--- src/rtl/sram_arb_pkg.sv ---
// Shared types and constants for the two-port SRAM arbiter.
package sram_arb_pkg;

    localparam int unsigned TIMEOUT_CYC_DEFAULT = 15;

    localparam int unsigned ADDR_W = 18;
    localparam int unsigned DATA_W = 32;
    localparam int unsigned MASK_W = 4;

    typedef enum logic [1:0] {
        ST_IDLE,
        ST_ISSUE,
        ST_WAIT,
        ST_RESP
    } arb_state_t;

    typedef struct packed {
        logic              we;
        logic [ADDR_W-1:0] addr;
        logic [DATA_W-1:0] wdata;
        logic [MASK_W-1:0] bmask;
    } mem_req_t;

    // Bundle one master's request fields into the latched request record.
    function automatic mem_req_t pack_req(
        input logic              we,
        input logic [ADDR_W-1:0] addr,
        input logic [DATA_W-1:0] wdata,
        input logic [MASK_W-1:0] bmask
    );
        mem_req_t r;
        r.we    = we;
        r.addr  = addr;
        r.wdata = wdata;
        r.bmask = bmask;
        return r;
    endfunction

endpackage

--- src/rtl/rr_arb2.sv ---
// Two-way round-robin pick: a lone requester wins, a tie goes to the
// master that was not granted last. Grant is one-hot (or zero when idle).
module rr_arb2 (
    input  logic [1:0] req_i,
    input  logic       last_i,
    output logic [1:0] gnt_o
);

    // Combinational pick from requests and last-grant pointer.
    always_comb begin
        gnt_o = '0;
        unique case (req_i)
            2'b01:   gnt_o = 2'b01;
            2'b10:   gnt_o = 2'b10;
            2'b11:   gnt_o = last_i ? 2'b01 : 2'b10;
            default: gnt_o = '0;
        endcase
    end

endmodule

--- src/rtl/sram_arbiter_2p.sv ---
// Two-master SRAM arbiter: round-robin grant, one-cycle command pulse to the
// SRAM controller, bounded wait for the controller ack, one-cycle response.
module sram_arbiter_2p
    import sram_arb_pkg::*;
#(
    parameter int unsigned TIMEOUT_CYC = TIMEOUT_CYC_DEFAULT
) (
    input  logic        i_clk,
    input  logic        i_reset,

    input  logic        i_m0_req,
    input  logic        i_m0_we,
    input  logic [17:0] i_m0_addr,
    input  logic [31:0] i_m0_wdata,
    input  logic [3:0]  i_m0_bmask,
    output logic        o_m0_ack,
    output logic [31:0] o_m0_rdata,
    output logic        o_m0_err,

    input  logic        i_m1_req,
    input  logic        i_m1_we,
    input  logic [17:0] i_m1_addr,
    input  logic [31:0] i_m1_wdata,
    input  logic [3:0]  i_m1_bmask,
    output logic        o_m1_ack,
    output logic [31:0] o_m1_rdata,
    output logic        o_m1_err,

    output logic [17:0] o_mem_addr,
    output logic [31:0] o_mem_wdata,
    output logic [3:0]  o_mem_bmask,
    output logic        o_mem_wren,
    output logic        o_mem_rden,
    input  logic [31:0] i_mem_rdata,
    input  logic        i_mem_ack
);

    // The counter only has to reach TIMEOUT_CYC-1: the WAIT cycle that sees
    // that value is the last one, so the response lands exactly TIMEOUT_CYC
    // cycles after WAIT entry.
    localparam int unsigned       CNT_W    = (TIMEOUT_CYC > 2) ? $clog2(TIMEOUT_CYC) : 1;
    localparam logic [CNT_W-1:0]  CNT_LAST = CNT_W'(TIMEOUT_CYC - 1);

    arb_state_t        state_q, state_d;
    mem_req_t          req_q,   req_d;
    logic              id_q,    id_d;      // granted master: 0 = m0, 1 = m1
    logic              last_q,  last_d;    // master granted last
    logic [CNT_W-1:0]  cnt_q,   cnt_d;
    logic [31:0]       rdata_q, rdata_d;
    logic              err_q,   err_d;

    logic [1:0]        gnt;
    mem_req_t          m0_req_s;
    mem_req_t          m1_req_s;
    logic              resp_m0;
    logic              resp_m1;

    rr_arb2 u_rr_arb2 (
        .req_i  ({i_m1_req, i_m0_req}),
        .last_i (last_q),
        .gnt_o  (gnt)
    );

    // Gather each master's request fields into one record.
    always_comb begin
        m0_req_s = pack_req(i_m0_we, i_m0_addr, i_m0_wdata, i_m0_bmask);
        m1_req_s = pack_req(i_m1_we, i_m1_addr, i_m1_wdata, i_m1_bmask);
    end

    // State and datapath registers with synchronous reset.
    always_ff @(posedge i_clk) begin
        if (i_reset) begin
            state_q <= ST_IDLE;
            req_q   <= '0;
            id_q    <= 1'b0;
            last_q  <= 1'b1;
            cnt_q   <= '0;
            rdata_q <= '0;
            err_q   <= 1'b0;
        end else begin
            state_q <= state_d;
            req_q   <= req_d;
            id_q    <= id_d;
            last_q  <= last_d;
            cnt_q   <= cnt_d;
            rdata_q <= rdata_d;
            err_q   <= err_d;
        end
    end

    // Next-state logic: grant, issue, wait with timeout, respond.
    always_comb begin
        state_d = state_q;
        req_d   = req_q;
        id_d    = id_q;
        last_d  = last_q;
        cnt_d   = cnt_q;
        rdata_d = rdata_q;
        err_d   = err_q;
        unique case (state_q)
            ST_IDLE: begin
                if (gnt[0] || gnt[1]) begin
                    req_d   = gnt[1] ? m1_req_s : m0_req_s;
                    id_d    = gnt[1];
                    state_d = ST_ISSUE;
                end
            end
            ST_ISSUE: begin
                cnt_d   = '0;
                state_d = ST_WAIT;
            end
            ST_WAIT: begin
                if (i_mem_ack) begin
                    rdata_d = req_q.we ? '0 : i_mem_rdata;
                    err_d   = 1'b0;
                    state_d = ST_RESP;
                end else if (cnt_q == CNT_LAST) begin
                    rdata_d = '0;
                    err_d   = 1'b1;
                    state_d = ST_RESP;
                end else begin
                    cnt_d = cnt_q + CNT_W'(1);
                end
            end
            ST_RESP: begin
                last_d  = id_q;
                state_d = ST_IDLE;
            end
            default: state_d = ST_IDLE;
        endcase
    end

    // Output decode: command pulse in ISSUE, response routed to the granted master only.
    always_comb begin
        o_mem_addr  = req_q.addr;
        o_mem_wdata = req_q.wdata;
        o_mem_bmask = req_q.bmask;
        o_mem_wren  = (state_q == ST_ISSUE) &&  req_q.we;
        o_mem_rden  = (state_q == ST_ISSUE) && !req_q.we;

        resp_m0     = (state_q == ST_RESP) && !id_q;
        resp_m1     = (state_q == ST_RESP) &&  id_q;

        o_m0_ack    = resp_m0;
        o_m0_rdata  = resp_m0 ? rdata_q : '0;
        o_m0_err    = resp_m0 && err_q;
        o_m1_ack    = resp_m1;
        o_m1_rdata  = resp_m1 ? rdata_q : '0;
        o_m1_err    = resp_m1 && err_q;
    end

    // Structural invariants of the command and response pulses.
    a_cmd_excl: assert property (@(posedge i_clk) disable iff (i_reset)
        !(o_mem_wren && o_mem_rden));
    a_ack_excl: assert property (@(posedge i_clk) disable iff (i_reset)
        !(o_m0_ack && o_m1_ack));

endmodule

--- config.mk ---
export PLATFORM = sky130hd
export DESIGN_NAME = sram_arbiter_2p
export DESIGN_NICKNAME = d
export VERILOG_FILES = /design/src/rtl/sram_arb_pkg.sv /design/src/rtl/rr_arb2.sv /design/src/rtl/sram_arbiter_2p.sv
export SDC_FILE = /design/constraint.sdc
export NUM_CORES = 1
export LEC_CHECK = 0
export BUFFER_PORTS_ARGS = -buffer_cell sky130_fd_sc_hd__buf_4
export CAP_MARGIN = 10
export CORE_ASPECT_RATIO = 0.75
export CORE_MARGIN = 8
export CORE_UTILIZATION = 45
export DETAILED_ROUTE_END_ITERATION = 8
export PLACE_DENSITY = 0.87
export SLEW_MARGIN = 20
export SYNTH_ARGS = -nofsm -noshare
export SYNTH_HDL_FRONTEND = slang
export SYNTH_SLANG_ARGS = --single-unit
--- constraint.sdc ---
create_clock -name i_clk -period 2 [get_ports i_clk]
set_input_delay 0.4 -clock i_clk [delete_from_list [all_inputs] [get_ports i_clk]]
set_output_delay 0.4 -clock i_clk [all_outputs]
set_load 0.05 [all_outputs]
==> flow_metrics.tcl, run 1 <==
set metrics [dict create \
    coreArea_sq_um 10900 \
    grt_pass1_wl_mm 26.1 \
    worst-path-buf-inv 4 \
    routed_wirelength_mm 17.2 \
    core.rowCount 33 \
    cts_root_buf "clkbuf_16" \
    fp.dieArea_sq_um 14900 \
    ir_worst_vdd_mv 1.05 \
    gp_congestion 0.834 \
    min_from "i_mem_ack" \
    die_w_um 138 \
    synth_edf_count 0 \
    grt_util_all_layers_pct 21.0 \
    fin_crit_ns 2.00 \
    path_max_fanout 9 \
    drv_cap 0 \
    skew_ns 0.00834 \
    post_drt_wl_per_cell_um 18.8 \
    hold_path_end "err_q" \
    synth_area_leaders "dfxtp_1 38%, mux2i_1 11%, a211oi_1 8.6%, buf_4 8.2%, nor2_1 4.4%" \
    dr.pass1.iters 5 \
    reg2reg_slack_ns 0.19 \
    hold_viol_final 0 \
    dpl.hpwl_mm 12.5 \
    syn_nets 732 \
    cp_top_family "buffers and inverters" \
    setup_tns_ns 0 \
    r2r-end "o_mem_wdata[22]" \
    synth_seq_cells 96 \
    cts_num_sinks 96 \
    num_antenna_cells 0 \
    synthFlopType "dfxtp_1" \
    yosys_warnings 0 \
    reg2reg_from "state_q[1]" \
    drt_iter0_drc 324 \
    syn_avg_cell_area_sq_um 8.74 \
    portBuffers 270 \
    via_per_inst 5.42 \
    insertion_delay_ns 0.33 \
    grt_antenna_before_repair 0 \
    worst_setup_path_end_kind "primary output" \
    synth_cell_types 34 \
    grt_pass1_vias 5115 \
    slew_viol_final 0 \
    yosys.area.top_type "dfxtp_1" \
    drt.antenna.violating_nets 0 \
    crit_start "state_q[1]" \
    area_growth_pct 50.1 \
    yosysSeqAreaShare_pct 38.0 \
    nets 926 \
    htree_num_levels 3 \
    hold_path.class "in -> reg" \
    rsz0062_at_grt "true" \
    synth_top_area_share_pct 38.0 \
    initial_utilization_pct 46.3 \
    place_ws_ns 0.00564 \
    tritoncts "built" \
    power.density_nw_per_um2 1170 \
    max_stage_delay_ns 0.37 \
    async_flop_share_pct 0 \
    required_ns 1.60 \
    max_freq_ghz 0.501 \
    numCtsBuffers 9 \
    start_kind "register" \
    path_cells "ha_4 > inv_2 > nor2_4 > buf_6 > buf_12 > and2_2 > buf_6" \
    tightestPinTransition_ns 0.627 \
    remaining_drc_errors 0 \
    cp_slowest_cell "dfxtp_2" \
    drive_above_1_share_pct 44.6 \
    syn_area_sq_um 5060 \
    ioPinCount 271 \
    setup_viol 0 \
    layout_common_cells "247 x buf_4, 94 x dfxtp_1, 58 x nor2_1, 58 x a211oi_1, 57 x mux2i_1" \
    clockBufferDepth 2 \
    crit_top_cell "buf_6" \
    die_y_um 108 \
    status "finished, final reports clean" \
    max_slew_margin_pct 58.1 \
    grt_max_degree 57 \
    overflow 0 \
    clk_pin_slew_ns 0.07 \
    worst_slack_ns 0.00275 \
    synthCells 579 \
    post-route-period-util_pct 99.9 \
    reg2reg_depth 7 \
    hold-path-cell-count 2 \
    worstPathArrival_ns 1.60 \
    p_leak_nw 3.46 \
    total_power_mw 8.86 \
    final_common_cell "buf_4" \
    vias 4978 \
    crit_type "reg -> out" \
    fin_util_pct 69.4 \
]
-- layer usage --
metal / track usage, % / share of wire, % / up-vias
met3: 5.78 / 5.9 / 32
met4: 7.81 / 2.7 / 0
met5: 0 / 0 / -
met1: 22.7 / 38 / 2362
met2: 38.8 / 53 / 187
li1: - / - / 2397
-- per-stage QoR --
step | cell area (sq um) | std cells | hold WS, ns
final | 7600 | 918 | 0.267
after global routing | 7600 | 918 | 0.259
after CTS | 7390 | 915 | 0.254
after detailed placement | 6800 | 895 | 0.469
after global placement | 6800 | 895 | 0.457
after floorplan | 5080 | 579 | 0.436
-- area by class of cell --
cell class	count	area, sq um
Multi-Input combinational cell	372	2610
Sequential cell	96	1930
Clock inverter	6	91.3
Timing Repair Buffer	289	2540
Tap cell	140	175
Clock buffer	10	239
Inverter	5	18.8
Fill cell	819	3350
-- Yosys cell counts, types with 3 or more instances --
library cell,n
a211oi_1,58
and2_1,35
and3_1,33
buf_1,4
buf_2,3
buf_4,55
buf_6,5
clkbuf_1,39
dfxtp_1,96
ha_1,6
inv_1,5
mux2i_1,57
nand2b_1,35
nand3_1,3
nand4_1,32
nor2_1,60
o21ai_0,28
o21ai_1,5
-- how the worst max path moves through the flow --
| stage | slack [ns] | to | depth (start not counted) |
|---|---|---|---|
| final | 0.003 | o_m0_rdata[30] | 7 |
| after global routing | -0.05 | o_m1_rdata[21] | 4 |
| after CTS | -0.01 | o_m0_err | 6 |
| after detailed placement | 0.006 | rdata_q[11] | 5 |
| after global placement | 0.18 | rdata_q[28] | 5 |
| after floorplan | 0.06 | o_m0_rdata[10] | 5 |
-- flip-flops by register name, summed over array words and instances (netlist names) --
signal and cells:
o_mem_wdata 32, rdata_q 32, o_mem_addr 18, cnt_q 4, o_mem_bmask 4, state_q 2
err_q 1, id_q 1, last_q 1, req_q 1
-- where the power goes --
group          internal [mW]  switching [mW]  total, mW
Combinational           1.39            2.87       4.26
Clock                   1.13           0.744       1.88
Sequential              2.42           0.309       2.73
-- timing repair --
| item | in CTS | in global routing |
|---|---|---|
| buffers inserted | 2 | 2 |
| pin swaps | 0 | 9 |
| cloned | 2 | 1 |
| setup endpoints to repair | 69 | 67 |
| hold buffers | 0 | 0 |
| endpoints found under the hold margin | 0 | 0 |
| resized for setup | 52 | 56 |
-- worst register-to-register path, stage by stage, from the launching register on --
cell and delay (ns):
dfxtp_2 0.34, buf_4 0.14, inv_1 0.07, ha_1 0.26
o21a_4 0.27, buf_12 0.25, nor2_1 0.09, a211oi_1 0.27
-- cells by family (layout without fill, tap and decap cells) --
logic type	Yosys count	in the layout	synth area share, %
DFF	96	96	38.0
AOI/OAI and AO/OA	104	104	13.8
buffers and inverters	111	310	13.1
and+or+nand+nor	205	205	22.4
muxes	57	57	11.3
adders and majority gates	6	6	1.48
Power figures use the tool's default switching activity.
==> run 2, diff against run 1 <==
CTS_BUF_LIST = sky130_fd_sc_hd__clkbuf_4 sky130_fd_sc_hd__clkbuf_8 sky130_fd_sc_hd__clkbuf_16   (was not set)
TNS_END_PERCENT = 10   (was not set)
==> run 2 against run 1 <==
The flow now finishes with violations (negative setup slack). Maximum frequency fell by 0.16%. Cell count did not move. Critical path depth did not move. Register-to-register slack barely moved. Sequential share of layout area rose by 0.059 points. Via count rose by 0.14%. Non-clock buffer count did not move.
==> flow_metrics.tcl, run 2 (synthesis gave the netlist of run 1 again) <==
set metrics [dict create \
    p_int_mw 4.94 \
    hold_viol_final 0 \
    required_ns 1.60 \
    p_sw_mw 3.92 \
    grt_antenna_before_repair 0 \
    switching_share_pct 44.2 \
    grt_pass1_wl_mm 26.1 \
    max_slew_margin_pct 57.8 \
    vias 4985 \
    fin_crit_ns 2.00 \
    initial_utilization_pct 46.3 \
    worst_setup_path_end_kind "primary output" \
    dr.pass1.iters 5 \
    area_growth_pct 49.7 \
    drv_cap 0 \
    power.density_nw_per_um2 1170 \
    combPwrFrac_pct 48.0 \
    ioPinCount 271 \
    nets 926 \
    post-route-period-util_pct 100 \
    insertion_delay_ns 0.33 \
    die_y_um 108 \
    start_kind "register" \
    cp_slowest_cell "dfxtp_2" \
    num_antenna_cells 0 \
    crit_type "reg -> out" \
    dpl.cell_count 895 \
    htree_num_levels 3 \
    ir_worst_vdd_mv 1.05 \
    die_w_um 138 \
    total_power_mw 8.87 \
    grt_max_degree 57 \
    grt_pass1_vias 5115 \
    clock_power_share_pct 21.2 \
    portBuffers 270 \
    clockBufferDepth 2 \
    rsz0062_at_grt "true" \
    cts_root_buf "clkbuf_16" \
    via_per_inst 5.43 \
    skew_ns 0.00864 \
    grt_util_all_layers_pct 21.0 \
    max_stage_delay_ns 0.37 \
    overflow 0 \
    layout_common_cells "247 x buf_4, 94 x dfxtp_1, 58 x nor2_1, 58 x a211oi_1, 57 x mux2i_1" \
    tightestPinTransition_ns 0.631 \
    failed_checks "negative setup slack" \
    max_freq_ghz 0.500 \
    remaining_drc_errors 0 \
    gp_congestion 0.834 \
    fp.dieArea_sq_um 14900 \
    p_leak_nw 3.45 \
    worst_slack_ns -0.000540 \
    fillers 825 \
    drt.antenna.violating_nets 0 \
    dpl.hpwl_mm 12.5 \
    crit_top_cell "buf_6" \
    drive_above_1_share_pct 44.5 \
    hold_path.class "in -> reg" \
    slew_viol_final 0 \
    worstPathArrival_ns 1.60 \
    post_drt_wl_per_cell_um 18.8 \
    final_common_cell "buf_4" \
    setup_viol 1 \
    area.sequential_sq_um 1930 \
    setup_tns_ns -0.000540 \
    numCtsBuffers 9 \
    place_ws_ns 0.00564 \
    seq_power_share_pct 30.8 \
    core.rowCount 33 \
    multiInputGateArea_sq_um 2600 \
    routed_wirelength_mm 17.2 \
    path_cells "ha_4 > inv_2 > nor2_4 > buf_6 > buf_16 > and2_1 > buf_6" \
    tritoncts "built" \
    coreArea_sq_um 10900 \
    cts_num_sinks 96 \
    path_max_fanout 8 \
    drt_iter0_drc 335 \
    status "complete, but fails checks" \
    clk_pin_slew_ns 0.07 \
    layout.cells.non_filler 918 \
]
[run 2: cell counts in the layout (fill, tap and decap cells not counted)]
Identical to the previous run, type by type.
[run 2: worst paths after layout]
| path | from | to | slack [ns] | cells after the start |
|---|---|---|---|---|
| hold / removal | i_mem_ack | err_q | 0.27 | 2 |
| setup / recovery | state_q[1] | o_m0_rdata[19] | -0.0005 | 7 |
| setup reg to reg | state_q[1] | o_mem_wdata[22] | 0.19 | 7 |
| hold reg to reg | rdata_q[6] | rdata_q[6] | 0.49 | 2 |
[run 2: power groups by stage]
stage	Sequential [mW]	Combinational [mW]	Clock [mW]
finish	2.73	4.26	1.88
global route	2.79	4.50	1.98
CTS	2.73	4.23	1.90
detailed placement	2.75	4.15	0
global placement	2.71	4.03	0
floorplan	2.66	3.43	0
[run 2: stage by stage]
| stage | hold slack, ns | utilization, % | area [sq um] |
|---|---|---|---|
| finish | 0.266 | 69.3 | 7580 |
| global route | 0.259 | 69.3 | 7580 |
| CTS | 0.254 | 67.5 | 7390 |
| detailed placement | 0.469 | 62.1 | 6800 |
| global placement | 0.457 | 62.1 | 6800 |
| floorplan | 0.436 | - | 5080 |
[run 2: timing repair]
| action | CTS | global route |
|---|---|---|
| resized for setup | 52 | 49 |
| endpoints found under the setup margin | 69 | 67 |
| pin swaps | 0 | 8 |
| hold buffers | 0 | 0 |
| cloned | 2 | 1 |
| setup buffers | 2 | 2 |
[run 2: cell type report]
| cell class | count | area share, % |
|---|---|---|
| clock buffers | 10 | 3.15 |
| multi-input cells | 372 | 34.3 |
| well taps | 140 | 2.31 |
| inverters | 5 | 0.248 |
| flip-flops and latches | 96 | 25.4 |
| repair buffers | 289 | 33.3 |
| clock inverters | 6 | 1.21 |
[run 2: metal layers]
layer | GRT usage (%) | vias to the layer above | share of wire [%]
li1 | - | 2397 | -
met1 | 22.7 | 2369 | 38
met2 | 38.8 | 186 | 53
met3 | 5.78 | 33 | 5.8
met4 | 7.81 | 0 | 2.7
met5 | 0 | - | 0
[run 2: worst max-delay path: cells and delay by family (launching register included)]
kind	cells	cell delay (ns)
adders and majority gates	1	0.14
buffers and inverters	4	0.47
DFF	1	0.37
and+or+nand+nor	2	0.29
==> run 3, diff against run 2 <==
CORE_UTILIZATION = 46   (was 45)
PLACE_DENSITY = 0.89   (was 0.87)
SYNTH_HIERARCHICAL = 1   (was not set)
clock period = 2.1 ns   (was 2 ns; I/O delays follow)
==> run 3 against run 2 <==
The flow now finishes without violations. Global-route usage is 0.45 points lower. Largest power group unchanged. Power fell by 12%. Sequential power shrank 10%. Setup slack improved by 0.061 ns. First-iteration DRC count fell by 14%. Design area fell by 3.5%. Critical path depth did not move. Clock-buffer cell count stayed put. Worst hold slack improved by 0.054 ns. Via count up 0.40%. Synthesized area increased by 1.5%.
==> flow_metrics.tcl, run 3 <==
set metrics [dict create \
    status "finished, final reports clean" \
    drive_above_1_share_pct 40.4 \
    max_stage_delay_ns 0.37 \
    yosysMostFrequentCell "dfxtp_1" \
    slew_viol_final 0 \
    setup_viol 0 \
    fp.dieArea_sq_um 14800 \
    setup_tns_ns 0 \
    fin_crit_ns 2.04 \
    yosysSeqAreaShare_pct 37.4 \
    ctsHoldBuffers 0 \
    synth_top_area_share_pct 37.4 \
    overflow 0 \
    initial_utilization_pct 47.1 \
    max_freq_ghz 0.490 \
    grt_pass1_wl_mm 25.7 \
    reg2reg_depth 5 \
    power.density_nw_per_um2 1070 \
    core.rowCount 33 \
    dpl.cell_count 897 \
    synth_area_leaders "dfxtp_1 37%, mux2i_1 11%, buf_4 8.6%, a211oi_1 8.2%, nor2_1 4.3%" \
    clockBufferDepth 2 \
    ir_worst_vdd_mv 0.601 \
    p_leak_nw 3.36 \
    final_common_cell "buf_4" \
    dr.pass1.iters 5 \
    gp_congestion 0.789 \
    start_kind "register" \
    hold-path-cell-count 3 \
    remaining_drc_errors 0 \
    die_y_um 108 \
    syn_nets 735 \
    grt_max_degree 56 \
    synth_seq_cells 96 \
    drt_iter0_drc 287 \
    path_max_fanout 8 \
    yosys.area.top_type "dfxtp_1" \
    synthFlopType "dfxtp_1" \
    required_ns 1.68 \
    multiInputGateArea_sq_um 2540 \
    max_slew_margin_pct 52.9 \
    routed_wirelength_mm 17.0 \
    syn_area_sq_um 5130 \
    grt_util_all_layers_pct 20.6 \
    hold_ws_ns 0.320 \
    grt_pass1_vias 5130 \
    tritoncts "built" \
    tightestPinTransition_ns 0.705 \
    synthCells 582 \
    via_per_inst 5.46 \
    cts_root_buf "clkbuf_16" \
    worst_setup_path_end_kind "primary output" \
    crit_type "reg -> out" \
    htree_num_levels 3 \
    drv_cap 0 \
    post_drt_wl_per_cell_um 18.5 \
    insertion_delay_ns 0.33 \
    layout.cells.non_filler 917 \
    path_cells "ha_4 > inv_2 > nor2_4 > buf_12 > clkbuf_16 > and2_1 > buf_6" \
    die_w_um 138 \
    area.sequential_sq_um 1920 \
    coreArea_sq_um 10900 \
    post-route-period-util_pct 97.1 \
    cp_slowest_cell "dfxtp_2" \
    worstPathArrival_ns 1.62 \
    clk_pin_slew_ns 0.06 \
    numCtsBuffers 9 \
    yosys_warnings 6 \
    area_growth_pct 42.4 \
    dpl.hpwl_mm 12.4 \
    total_power_mw 7.80 \
    fillers 879 \
    syn_avg_cell_area_sq_um 8.82 \
    grt_antenna_before_repair 1 \
    ys_top_cells_by_count "96 x dfxtp_1, 59 x buf_4, 59 x nor2_1" \
    layout_common_cells "266 x buf_4, 94 x dfxtp_1, 58 x nor2_1" \
    async_flop_share_pct 0 \
    num_antenna_cells 0 \
    drt.antenna.violating_nets 0 \
    synth_edf_count 0 \
    portBuffers 270 \
    hold_path.class "in -> reg" \
    cts_num_sinks 96 \
    hold_viol_final 0 \
    ioPinCount 271 \
    vias 5005 \
    synth_cell_types 37 \
    nets 925 \
    skew_ns 0.00641 \
]
==> run 3: path summary, 6_finish.rpt <==
kind,from,to,slack (ns)
max,state_q[1],o_m0_rdata[0],0.06
min,i_mem_rdata[19],rdata_q[19],0.32
max reg2reg,cnt_q[0],rdata_q[12],0.33
min reg2reg,rdata_q[3],rdata_q[3],0.48
==> run 3: report_power, final <==
part	internal [mW]	leakage (nW)	total (mW)	switching (mW)
combinational	1.19	2.41	3.52	2.34
clock	1.17	0.166	1.83	0.653
sequential	2.21	0.789	2.45	0.238
==> run 3: cells by family after synthesis <==
group                      after synthesis  synth area share, %
and+or+nand+nor                        205                 22.2
buffers and inverters                  113                 14.0
AOI/OAI and AO/OA                      106                 13.9
DFF                                     96                 37.4
muxes                                   56                 10.9
adders and majority gates                6                 1.46
==> run 3: area by class of cell <==
class / count / share of cell area (%)
Clock inverter: 6 / 1.47
Tap cell: 140 / 2.40
Inverter: 6 / 0.308
Sequential cell: 96 / 26.3
Multi-Input combinational cell: 373 / 34.8
Timing Repair Buffer: 286 / 31.5
Clock buffer: 10 / 3.18
==> run 3: per-layer routing <==
metal	share of wire, %	up-vias	global-route usage, %
li1	-	2382	-
met1	39	2361	22.9
met2	51	230	37.1
met3	7.5	32	5.82
met4	2.4	0	7.19
met5	0	-	0
==> run 3: critical path: cells and delay by family (launching register included) <==
kind / cells / cell delay [ns]
DFF: 1 / 0.37
and+or+nand+nor: 2 / 0.28
adders and majority gates: 1 / 0.14
buffers and inverters: 4 / 0.50
==> run 3: per-stage QoR <==
| step | area, sq um | util [%] | worst slack (ns) |
|---|---|---|---|
| 4_1_cts | 7150 | 65.6 | 0.00308 |
| 3_3_place_gp | 6810 | 62.4 | 0.158 |
| 6_report | 7310 | 67.1 | 0.0607 |
| 3_5_place_dp | 6810 | 62.4 | -0.0356 |
| 5_1_grt | 7310 | 67.1 | -0.00308 |
| 2_1_floorplan | 5140 | - | -0.0105 |
==> run 3: timing repair <==
item	4_1_cts	5_1_grt
gates resized for setup	2	24
setup buffers	0	1
hold endpoints to repair	0	0
cloned	0	3
pin swaps	0	1
endpoints found under the setup margin	33	67
